`src/rtl/monitoreo_pkg.sv`:
```
// Types, constants and helpers shared by the temperature acquisition stage,
// monitoreo_top and the formal bind.
package monitoreo_pkg;

  // Temperature in tenths of a degree Celsius, signed.
  typedef logic signed [10:0] temp_t;

  localparam int TEMP_MIN     = -1024;
  localparam int TEMP_MAX     = 1023;
  localparam int TEMP_INICIAL = 220;

  // Normal operating band, shared with the monitor and the formal bind.
  localparam int UMBRAL_BAJO  = 180;
  localparam int UMBRAL_ALTO  = 259;

  typedef enum logic [1:0] {
    REPOSO,
    SELECCION,
    TRANSFER,
    FIN
  } estado_adq_t;

  // Clamp a raw signed 12-bit sensor reading into the 11-bit temperature range.
  function automatic temp_t saturar(input logic signed [11:0] crudo);
    if (crudo < TEMP_MIN) begin
      return temp_t'(TEMP_MIN);
    end else if (crudo > TEMP_MAX) begin
      return temp_t'(TEMP_MAX);
    end else begin
      return crudo[10:0];
    end
  endfunction

endpackage

```
`src/rtl/filtro_promedio.sv`:
```
// Four-tap moving average. The first sample after reset fills every tap so
// the output starts at the real temperature instead of ramping from zero.
module filtro_promedio
  import monitoreo_pkg::*;
#(
  parameter temp_t VALOR_INICIAL = temp_t'(TEMP_INICIAL)
) (
  input  logic  clk,
  input  logic  arst_n,
  input  logic  cargar,
  input  temp_t muestra,
  output temp_t promedio,
  output logic  valido
);

  temp_t             tap_reg  [4];
  temp_t             tap_next [4];
  logic              lleno_reg;
  logic signed [12:0] suma;
  temp_t             promedio_reg;
  logic              valido_reg;

  // Tap 0 always takes the new sample; the others shift when full or are
  // preloaded with the same sample while the filter is still empty.
  generate
    for (genvar gi = 0; gi < 4; gi++) begin : g_tap
      if (gi == 0) begin : g_primero
        assign tap_next[gi] = muestra;
      end else begin : g_resto
        assign tap_next[gi] = lleno_reg ? tap_reg[gi-1] : muestra;
      end
    end
  endgenerate

  // Sum of the taps as they will be after this load; 13 bits never overflow.
  always_comb begin
    suma = {{2{tap_next[0][10]}}, tap_next[0]}
         + {{2{tap_next[1][10]}}, tap_next[1]}
         + {{2{tap_next[2][10]}}, tap_next[2]}
         + {{2{tap_next[3][10]}}, tap_next[3]};
  end

  // Tap storage and fill flag.
  always_ff @(posedge clk or negedge arst_n) begin
    if (!arst_n) begin
      for (int i = 0; i < 4; i++) begin
        tap_reg[i] <= '0;
      end
      lleno_reg <= 1'b0;
    end else if (cargar) begin
      for (int i = 0; i < 4; i++) begin
        tap_reg[i] <= tap_next[i];
      end
      lleno_reg <= 1'b1;
    end
  end

  // Registered average (dropping two LSBs floors toward -inf) and strobe.
  always_ff @(posedge clk or negedge arst_n) begin
    if (!arst_n) begin
      promedio_reg <= VALOR_INICIAL;
      valido_reg   <= 1'b0;
    end else begin
      valido_reg <= cargar;
      if (cargar) begin
        promedio_reg <= suma[12:2];
      end
    end
  end

  assign promedio = promedio_reg;
  assign valido   = valido_reg;

endmodule

```
`src/rtl/adquisicion_temp.sv`:
```
// Periodic SPI (mode 0, MSB first) reader for a digital temperature sensor.
// Each 16-bit frame is validated, saturated and fed to a 4-tap average.
module adquisicion_temp #(
  parameter int DIV_SCLK        = 4,
  parameter int PERIODO_MUESTRA = 1000,
  parameter int TEMP_INICIAL    = monitoreo_pkg::TEMP_INICIAL
) (
  input  logic                 clk,
  input  logic                 arst_n,
  input  logic                 habilitar,
  input  logic                 spi_miso,
  output logic                 spi_sclk,
  output logic                 spi_cs_n,
  output monitoreo_pkg::temp_t temp_salida,
  output logic                 temp_valida,
  output logic                 error_sensor
);

  import monitoreo_pkg::*;

  localparam int CNT_W = (PERIODO_MUESTRA > 1) ? $clog2(PERIODO_MUESTRA) : 1;
  localparam int DIV_W = $clog2(DIV_SCLK);

  logic [1:0]       rst_sync_reg;
  logic             rst_int_n;

  logic [CNT_W-1:0] cnt_reg;
  logic             tick;

  estado_adq_t      estado_reg, estado_next;
  logic [DIV_W-1:0] div_reg, div_next;
  logic             div_fin;
  logic [3:0]       bit_reg, bit_next;
  logic             sclk_reg, sclk_next;
  logic             cs_n_reg, cs_n_next;
  logic [15:0]      trama_reg, trama_next;
  logic             error_reg, error_next;
  logic             cargar;
  temp_t            muestra;

  // Reset asserts immediately and releases two clocks later, in step with clk.
  always_ff @(posedge clk or negedge arst_n) begin
    if (!arst_n) begin
      rst_sync_reg <= 2'b00;
    end else begin
      rst_sync_reg <= {rst_sync_reg[0], 1'b1};
    end
  end

  assign rst_int_n = rst_sync_reg[1];

  // Free-running sample period counter; tick marks the wrap to zero.
  always_ff @(posedge clk or negedge rst_int_n) begin
    if (!rst_int_n) begin
      cnt_reg <= '0;
    end else if (tick) begin
      cnt_reg <= '0;
    end else begin
      cnt_reg <= cnt_reg + 1'b1;
    end
  end

  assign tick    = (cnt_reg == CNT_W'(PERIODO_MUESTRA - 1));
  assign div_fin = (div_reg == DIV_W'(DIV_SCLK - 1));

  // Frame sequencer, clock divider, bit counter and shift register.
  always_comb begin
    estado_next = estado_reg;
    div_next    = div_reg;
    bit_next    = bit_reg;
    sclk_next   = sclk_reg;
    cs_n_next   = cs_n_reg;
    trama_next  = trama_reg;
    error_next  = error_reg;
    cargar      = 1'b0;

    unique case (estado_reg)
      REPOSO: begin
        cs_n_next = 1'b1;
        sclk_next = 1'b0;
        if (tick && habilitar) begin
          estado_next = SELECCION;
          cs_n_next   = 1'b0;
          div_next    = '0;
        end
      end

      SELECCION: begin
        if (div_fin) begin
          estado_next = TRANSFER;
          div_next    = '0;
          bit_next    = '0;
          sclk_next   = 1'b1;
        end else begin
          div_next = div_reg + 1'b1;
        end
      end

      TRANSFER: begin
        // First cycle of each high phase is the rising edge seen by the sensor.
        if (sclk_reg && (div_reg == '0)) begin
          trama_next = {trama_reg[14:0], spi_miso};
        end
        if (div_fin) begin
          div_next = '0;
          if (sclk_reg) begin
            sclk_next = 1'b0;
          end else if (bit_reg == 4'd15) begin
            estado_next = FIN;
            cs_n_next   = 1'b1;
          end else begin
            bit_next  = bit_reg + 1'b1;
            sclk_next = 1'b1;
          end
        end else begin
          div_next = div_reg + 1'b1;
        end
      end

      FIN: begin
        estado_next = REPOSO;
        cargar      = ~trama_reg[0];
        error_next  = trama_reg[0];
      end

      default: begin
        estado_next = REPOSO;
      end
    endcase
  end

  // Sequencer state and registered SPI outputs.
  always_ff @(posedge clk or negedge rst_int_n) begin
    if (!rst_int_n) begin
      estado_reg <= REPOSO;
      div_reg    <= '0;
      bit_reg    <= '0;
      sclk_reg   <= 1'b0;
      cs_n_reg   <= 1'b1;
      trama_reg  <= '0;
      error_reg  <= 1'b0;
    end else begin
      estado_reg <= estado_next;
      div_reg    <= div_next;
      bit_reg    <= bit_next;
      sclk_reg   <= sclk_next;
      cs_n_reg   <= cs_n_next;
      trama_reg  <= trama_next;
      error_reg  <= error_next;
    end
  end

  assign muestra = saturar(trama_reg[15:4]);

  filtro_promedio #(
    .VALOR_INICIAL (temp_t'(TEMP_INICIAL))
  ) u_filtro (
    .clk      (clk),
    .arst_n   (rst_int_n),
    .cargar   (cargar),
    .muestra  (muestra),
    .promedio (temp_salida),
    .valido   (temp_valida)
  );

  assign spi_sclk     = sclk_reg;
  assign spi_cs_n     = cs_n_reg;
  assign error_sensor = error_reg;

endmodule

```
`config.mk`:
```
export PLATFORM = sky130hd
export DESIGN_NAME = adquisicion_temp
export DESIGN_NICKNAME = d
export VERILOG_FILES = /design/src/rtl/monitoreo_pkg.sv /design/src/rtl/filtro_promedio.sv /design/src/rtl/adquisicion_temp.sv
export SDC_FILE = /design/constraint.sdc
export NUM_CORES = 1
export LEC_CHECK = 0
export ABC_AREA = 1
export CAP_MARGIN = 25
export CORE_MARGIN = 3
export CORE_UTILIZATION = 40
export DETAILED_ROUTE_END_ITERATION = 10
export PLACE_DENSITY = 0.66
export SYNTH_ARGS = -nofsm -noshare
export SYNTH_HDL_FRONTEND = slang
export SYNTH_SLANG_ARGS = --single-unit
```
`constraint.sdc`:
```
create_clock -name clk -period 2.65 [get_ports clk]
set_clock_uncertainty 0.2 [all_clocks]
set_input_delay 0.53 -clock clk [delete_from_list [all_inputs] [get_ports clk]]
set_output_delay 0.53 -clock clk [all_outputs]
set_load 0.1 [all_outputs]
```
* Word level (Yosys, flattened, before mapping)
Index checks and enable logic that the tools add are counted.
** Word-level totals
- Output and inout bits :: 15
- Bits of input ports :: 4
- Bits in registers :: 85
- Logic and storage cells :: 82
** Operators by class
- Multiplexer cells :: 31
- Equality and inequality tests :: 12
- Bitwise logic cells :: 1
- $add $sub $neg :: 6
- Reductions and logical operators :: 15
- Magnitude comparators :: 2
** Operator list (count)
- 2-to-1 mux 11 bit :: 5
- adder 13 bit :: 2
- 2-to-1 mux 4 bit :: 4
- 2-to-1 mux 2 bit :: 7
- adder 11 x 11 -> 12 bit :: 1
- > comparator 12 x 11 -> 1 bit, second input constant :: 1
- less-than comparator 12 x 11 -> 1 bit, second input constant :: 1
- != test 2 bit, second input constant :: 6
- adder 10 x 1 -> 10 bit, second input constant :: 1
- == test 10 bit, second input constant :: 1
- 2-to-1 mux 10 bit :: 1
- AND reduction 5 bit :: 2
- 2-to-1 mux 1 bit :: 9
- case mux 2 bit (4 select lines) :: 1
- case mux 4 bit (2 select lines) :: 1
- == test 2 bit, second input constant :: 3
- nonzero test 2 bit :: 3
- adder 4 x 1 -> 4 bit, second input constant :: 1
- == test 4 bit, second input constant :: 1
- logical NOT 2 bit :: 2
- case mux 2 bit (2 select lines) :: 1
- AND reduction 2 bit :: 2
- AND reduction 4 bit :: 1
- case mux 1 bit (3 select lines) :: 1
- other kinds (8) :: 9

* Logic depth before layout (Yosys ltp)
Gate-level depths: netlist (run 1).
- Word-level depth :: 7
- Depth in mapped cells :: 29
- Mapped depth without buffers :: 29

* Modules after synthesis
Synthesis (run 1) repeated with hierarchy kept, for this count alone.
** Second synthesis, totals
- Cell total of the unflattened synthesis :: 609
- Area total of the unflattened synthesis :: 5129.9 sq um
** Modules (own cells, without submodules)
- filtro_promedio :: times used 1, cells an instance 378, seq. area each 1157.4 sq um, area an instance 3129.3 sq um
- adquisicion_temp :: times used 1, cells an instance 231, seq. area each 977.2 sq um, area an instance 2000.7 sq um

* Worst setup path before layout (run 1)
No wires, ideal clock.
- Path type :: register to register
- From :: reg u_filtro.lleno_reg
- To :: reg u_filtro.promedio_reg[10], in the netlist u_filtro.promedio[10]
- Required time :: 2.330 ns
- Stages on the path, launching flop included :: 25
- Arrival time :: 3.622 ns
- Library setup time :: 0.120 ns
- Period minus slack after synthesis :: 3.942 ns
- Setup slack :: -1.292 ns
- Buffers on the path :: 3
- Cells stage by stage :: dfrtp_1 -> buf_4 -> inv_1 -> buf_2 -> clkbuf_1 -> nand2_1 -> o21ai_0 -> inv_1 -> ha_1 -> nand2_1 -> nor3_1 -> and3_1 -> nand2_1 -> nand3_1 -> nand2_1 -> fa_1 -> ha_1 -> inv_1 -> nor3_1 -> and2_1 -> nand2_1 -> nand2_1 -> nand2_1 -> nand3_1 -> nand2_1
** RTL lines
- start: declaration :: RTL line filtro_promedio.sv:18 : logic lleno_reg;
- start signal: assignment :: RTL line filtro_promedio.sv:49 : lleno_reg <= 1'b0;
- start signal: assignment :: RTL line filtro_promedio.sv:54 : lleno_reg <= 1'b1;
- end signal: assignment :: RTL line filtro_promedio.sv:66 : promedio_reg <= suma[12:2];
- end: declaration :: RTL line filtro_promedio.sv:20 : temp_t promedio_reg;

==> run metrics, run 1 <==
status=finished with violations; failing checks=setup timing; mux cell area share after synthesis=under 10%; number of max-cap violations=0; Core Area=between 0.01 and 0.015 mm^2; PortBufs=18; WP data required=2.69 ns; Worst setup EP type=flip-flop; NumNets Final=869; Pint=1980 uW; layout cells sized above 1=39.6%; fin. max-slew vios=0; total chip power=2570 uW; Comb power frac=less than 1%; Yosys cell types=40; largest family of logic cells by synthesized area=simple AND/OR/NAND/NOR gates; pre-CTS setup slack=-1.35 ns; Synth top area share=37.2%; hold slack=0.137 ns; Rel. slew slack=59.5%; synthesized cell area=0.00532 mm^2; final worst setup slack=-1.37 ns; final hold viol count=0; sequential share of power=51.1%; vias in the first global route=around 5,100; worst min path class=reg -> async; final period utilization=152%; height of the die=121 um; DRC viols=0; P&R area growth vs syn=46.6%; async set or reset register ratio after synthesis=100%; number of flops mapped to enable cells by yosys=0; largest net degree at the start of global routing=46; htree depth=3; Finish-stage setup viols=11; routed vias=~5,100; WS Path Type=reg -> reg; Critical Path Max Stage Delay=0.53 ns; Top Usage Layer GRT=met2; Sw Share=a little under a quarter; # diodes=0; DP HPWL=9.80 mm; actual slew at the worst max-slew pin=between 0.6 and 0.7 ns; Pleak=between 0.003 and 0.004 uW; Ports=19; die area=0.0147 mm^2; CTS tree=built; initial antenna violation count=0; ANT nets after route=0; Max VDD drop=0.000301 V; DIE WIDTH=about 120 um; GP Congestion=0.874; RSZ-0062 raised after global routing=yes; Cell Pwr Density=330 mW/mm^2; Synth Warn #=0; crit path DAT=4.07 ns; met1 Resource Use GR=between 20% and 30%; gr ovfl total=0; post-synth top area cell=dfrtp_1; XOR/XNOR Fraction of Synth Area=1.98%; vias per std cell=5.05; syn_nets=728; Period minus WS final=4.02 ns; Max Clock Freq=about 250 MHz; GRT Util Overall=19.2%; post-synthesis compound-gate area fraction=13.2%; first-pass GRT wire length=approximately 23 mm; CP most frequent cell=nand2_1; Initial Utilization=41.5%; CTS Buf Count=9; Post-CTS Hold Buffers=0; Seq/Total Area, Yosys=around two fifths; Synth Instances=682; Placed Area=0.00672 mm^2; GRT met3 Usage=4.15%; Mapped Avg Cell Area=slightly below 8 um^2; simple-gate share of the synthesized area=22.5%; top cells by area, synth=dfrtp_1, nand2_1, inv_1; max reg flops=33; part of the power in the clock network=48.1%; Fillers=1,073; row count=41; critical-path maximum fanout=4; Iteration-0 DRC Markers=273; R2R setup slack=-1.37 ns; Clk Latency, worst-skew pair=0.35 ns; drt wl/cell=approximately 14 um; Root Buffer=clkbuf_16; adder-cell share of the synthesized area=11.6%; GR Util met2=approximately a third; CTS Sinks=85; sw power=594 uW; Initial DRT Pass Iterations=5; WL final=14.3 mm; slowest CP cell=fa_1; post-route cell area=0.00780 mm^2; maximum buffer depth of the clock tree=2; clock-pin slew on the worst setup and hold paths=about 0.07 ns; post-synthesis register bit count=85; top flip-flop cell by instance count after synthesis=dfrtp_1; crit start category=flip-flop
## final cells by class
cell class              count  area [um^2]  area share [%]
clock buffers              10          239            3.06
clock inverters             6         46.3           0.594
inverters                 108          420            5.39
multi-input cells         472         3540            45.3
flip-flops and latches     85         2140            27.4
well taps                 172          215            2.76
repair buffers            147         1200            15.4
## power by group through the flow
stage / registers [uW] / clock network, uW / logic [uW]
6_report: 1310 / 1240 / 21.9
5_1_grt: 1320 / 1310 / 25.1
4_1_cts: 1310 / 1260 / 23.1
3_5_place_dp: 1340 / 0 / 23.0
3_3_place_gp: 1340 / 0 / 22.2
2_1_floorplan: 1340 / 0 / 0.811
## cells in the mapped netlist (2+ instances only)
master and number:
a21oi_1 37, nand4_1 4, nand2_1 155, nand3_2 2, inv_2 3, nor2_1 56, nor3_1 11, dfrtp_1 79
o21ai_0 75, ha_1 30, a31oi_1 4, nand2_4 4, nor2_4 2, o21ai_1 4, o21ai_2 3, mux2_2 8
nand3_1 33, nand2_2 2, fa_1 12, a211oi_1 3, xor2_1 10, inv_1 104, dfstp_2 6, clkbuf_1 15
o21bai_1 4, xnor2_1 2
## metal layers
layer | wire length (um) | up-vias
li1 | - | 2469
met1 | 6070 | 2473
met2 | 7520 | 88
met3 | 465 | 21
met4 | 282 | 0
met5 | 0 | -
## repair_timing
item | 4_1_cts | 5_1_grt
setup endpoints to repair | 11 | 11
buffers inserted | 23 | 10
resized for setup | 53 | 82
pin swaps | 33 | 69
## per-stage QoR
step                      instances  util (%)  TNS (ns)
after floorplan                 682         -     -8.40
after global placement          954      52.4    -12.13
final                          1000      60.8    -12.74
after CTS                       992      57.8    -12.46
after detailed placement        954      52.4    -12.64
after global routing           1000      60.8    -14.76
## worst max-delay path, delay by kind of cell, from the launching register on
kind | cells | cell delay, ns
adder cells (fa/ha/maj) | 3 | 1.11
AO/OA/AOI/OAI | 6 | 0.82
AND/OR/NAND/NOR | 10 | 0.75
buffers and inverters | 6 | 0.61
flip-flops | 1 | 0.44
## cell usage in the layout (no fill, tap or decap), types with 6 or more instances in the layout
cell type / instances
a21oi_1: 19
a21oi_2: 7
a21oi_4: 11
buf_4: 127
buf_6: 14
clkbuf_16: 9
dfrtp_1: 76
dfstp_2: 6
fa_1: 8
ha_1: 11
ha_4: 18
inv_1: 78
inv_2: 23
inv_4: 6
mux2_2: 8
nand2_1: 135
nand2_2: 13
nand2_4: 12
nand3_1: 25
nor2_1: 46
nor2_4: 8
nor3_1: 8
o21ai_0: 59
o21ai_1: 7
o21ai_2: 14
xor2_1: 7
## cell families (layout without fill, tap and decap cells)
| group | count (synthesis) | count (layout) |
|---|---|---|
| AO/OA/AOI/OAI | 132 | 132 |
| other | 1 | 1 |
| flip-flops | 85 | 85 |
| AND/OR/NAND/NOR | 277 | 277 |
| adder cells (fa/ha/maj) | 42 | 42 |
| XOR/XNOR | 12 | 12 |
| multiplexers | 8 | 8 |
| buffers and inverters | 125 | 271 |
## final timing paths
check,from,to,cells after the start
max in group asynchronous,rst_sync_reg[1]$_DFF_PN0_,u_filtro.promedio[7]$_DFFE_PN1P_,1
min in group clk,rst_sync_reg[0]$_DFF_PN0_,rst_sync_reg[1]$_DFF_PN0_,0
min reg2reg,rst_sync_reg[1]$_DFF_PN0_,bit_reg[0]$_DFFE_PN0P_,0
max reg2reg,trama_reg[14]$_DFFE_PN0P_,u_filtro.promedio[10]$_DFFE_PN0P_,25
min,rst_sync_reg[1]$_DFF_PN0_,bit_reg[0]$_DFFE_PN0P_,0
max,trama_reg[14]$_DFFE_PN0P_,u_filtro.promedio[10]$_DFFE_PN0P_,25
Note: power is estimated with default switching activity, not from simulation.
==> run 2: changes to the inputs <==
- CAP_MARGIN: 25 -> 20
==> results of run 2 <==
The final DEF is identical to that of run 1; final timing and power are the same.
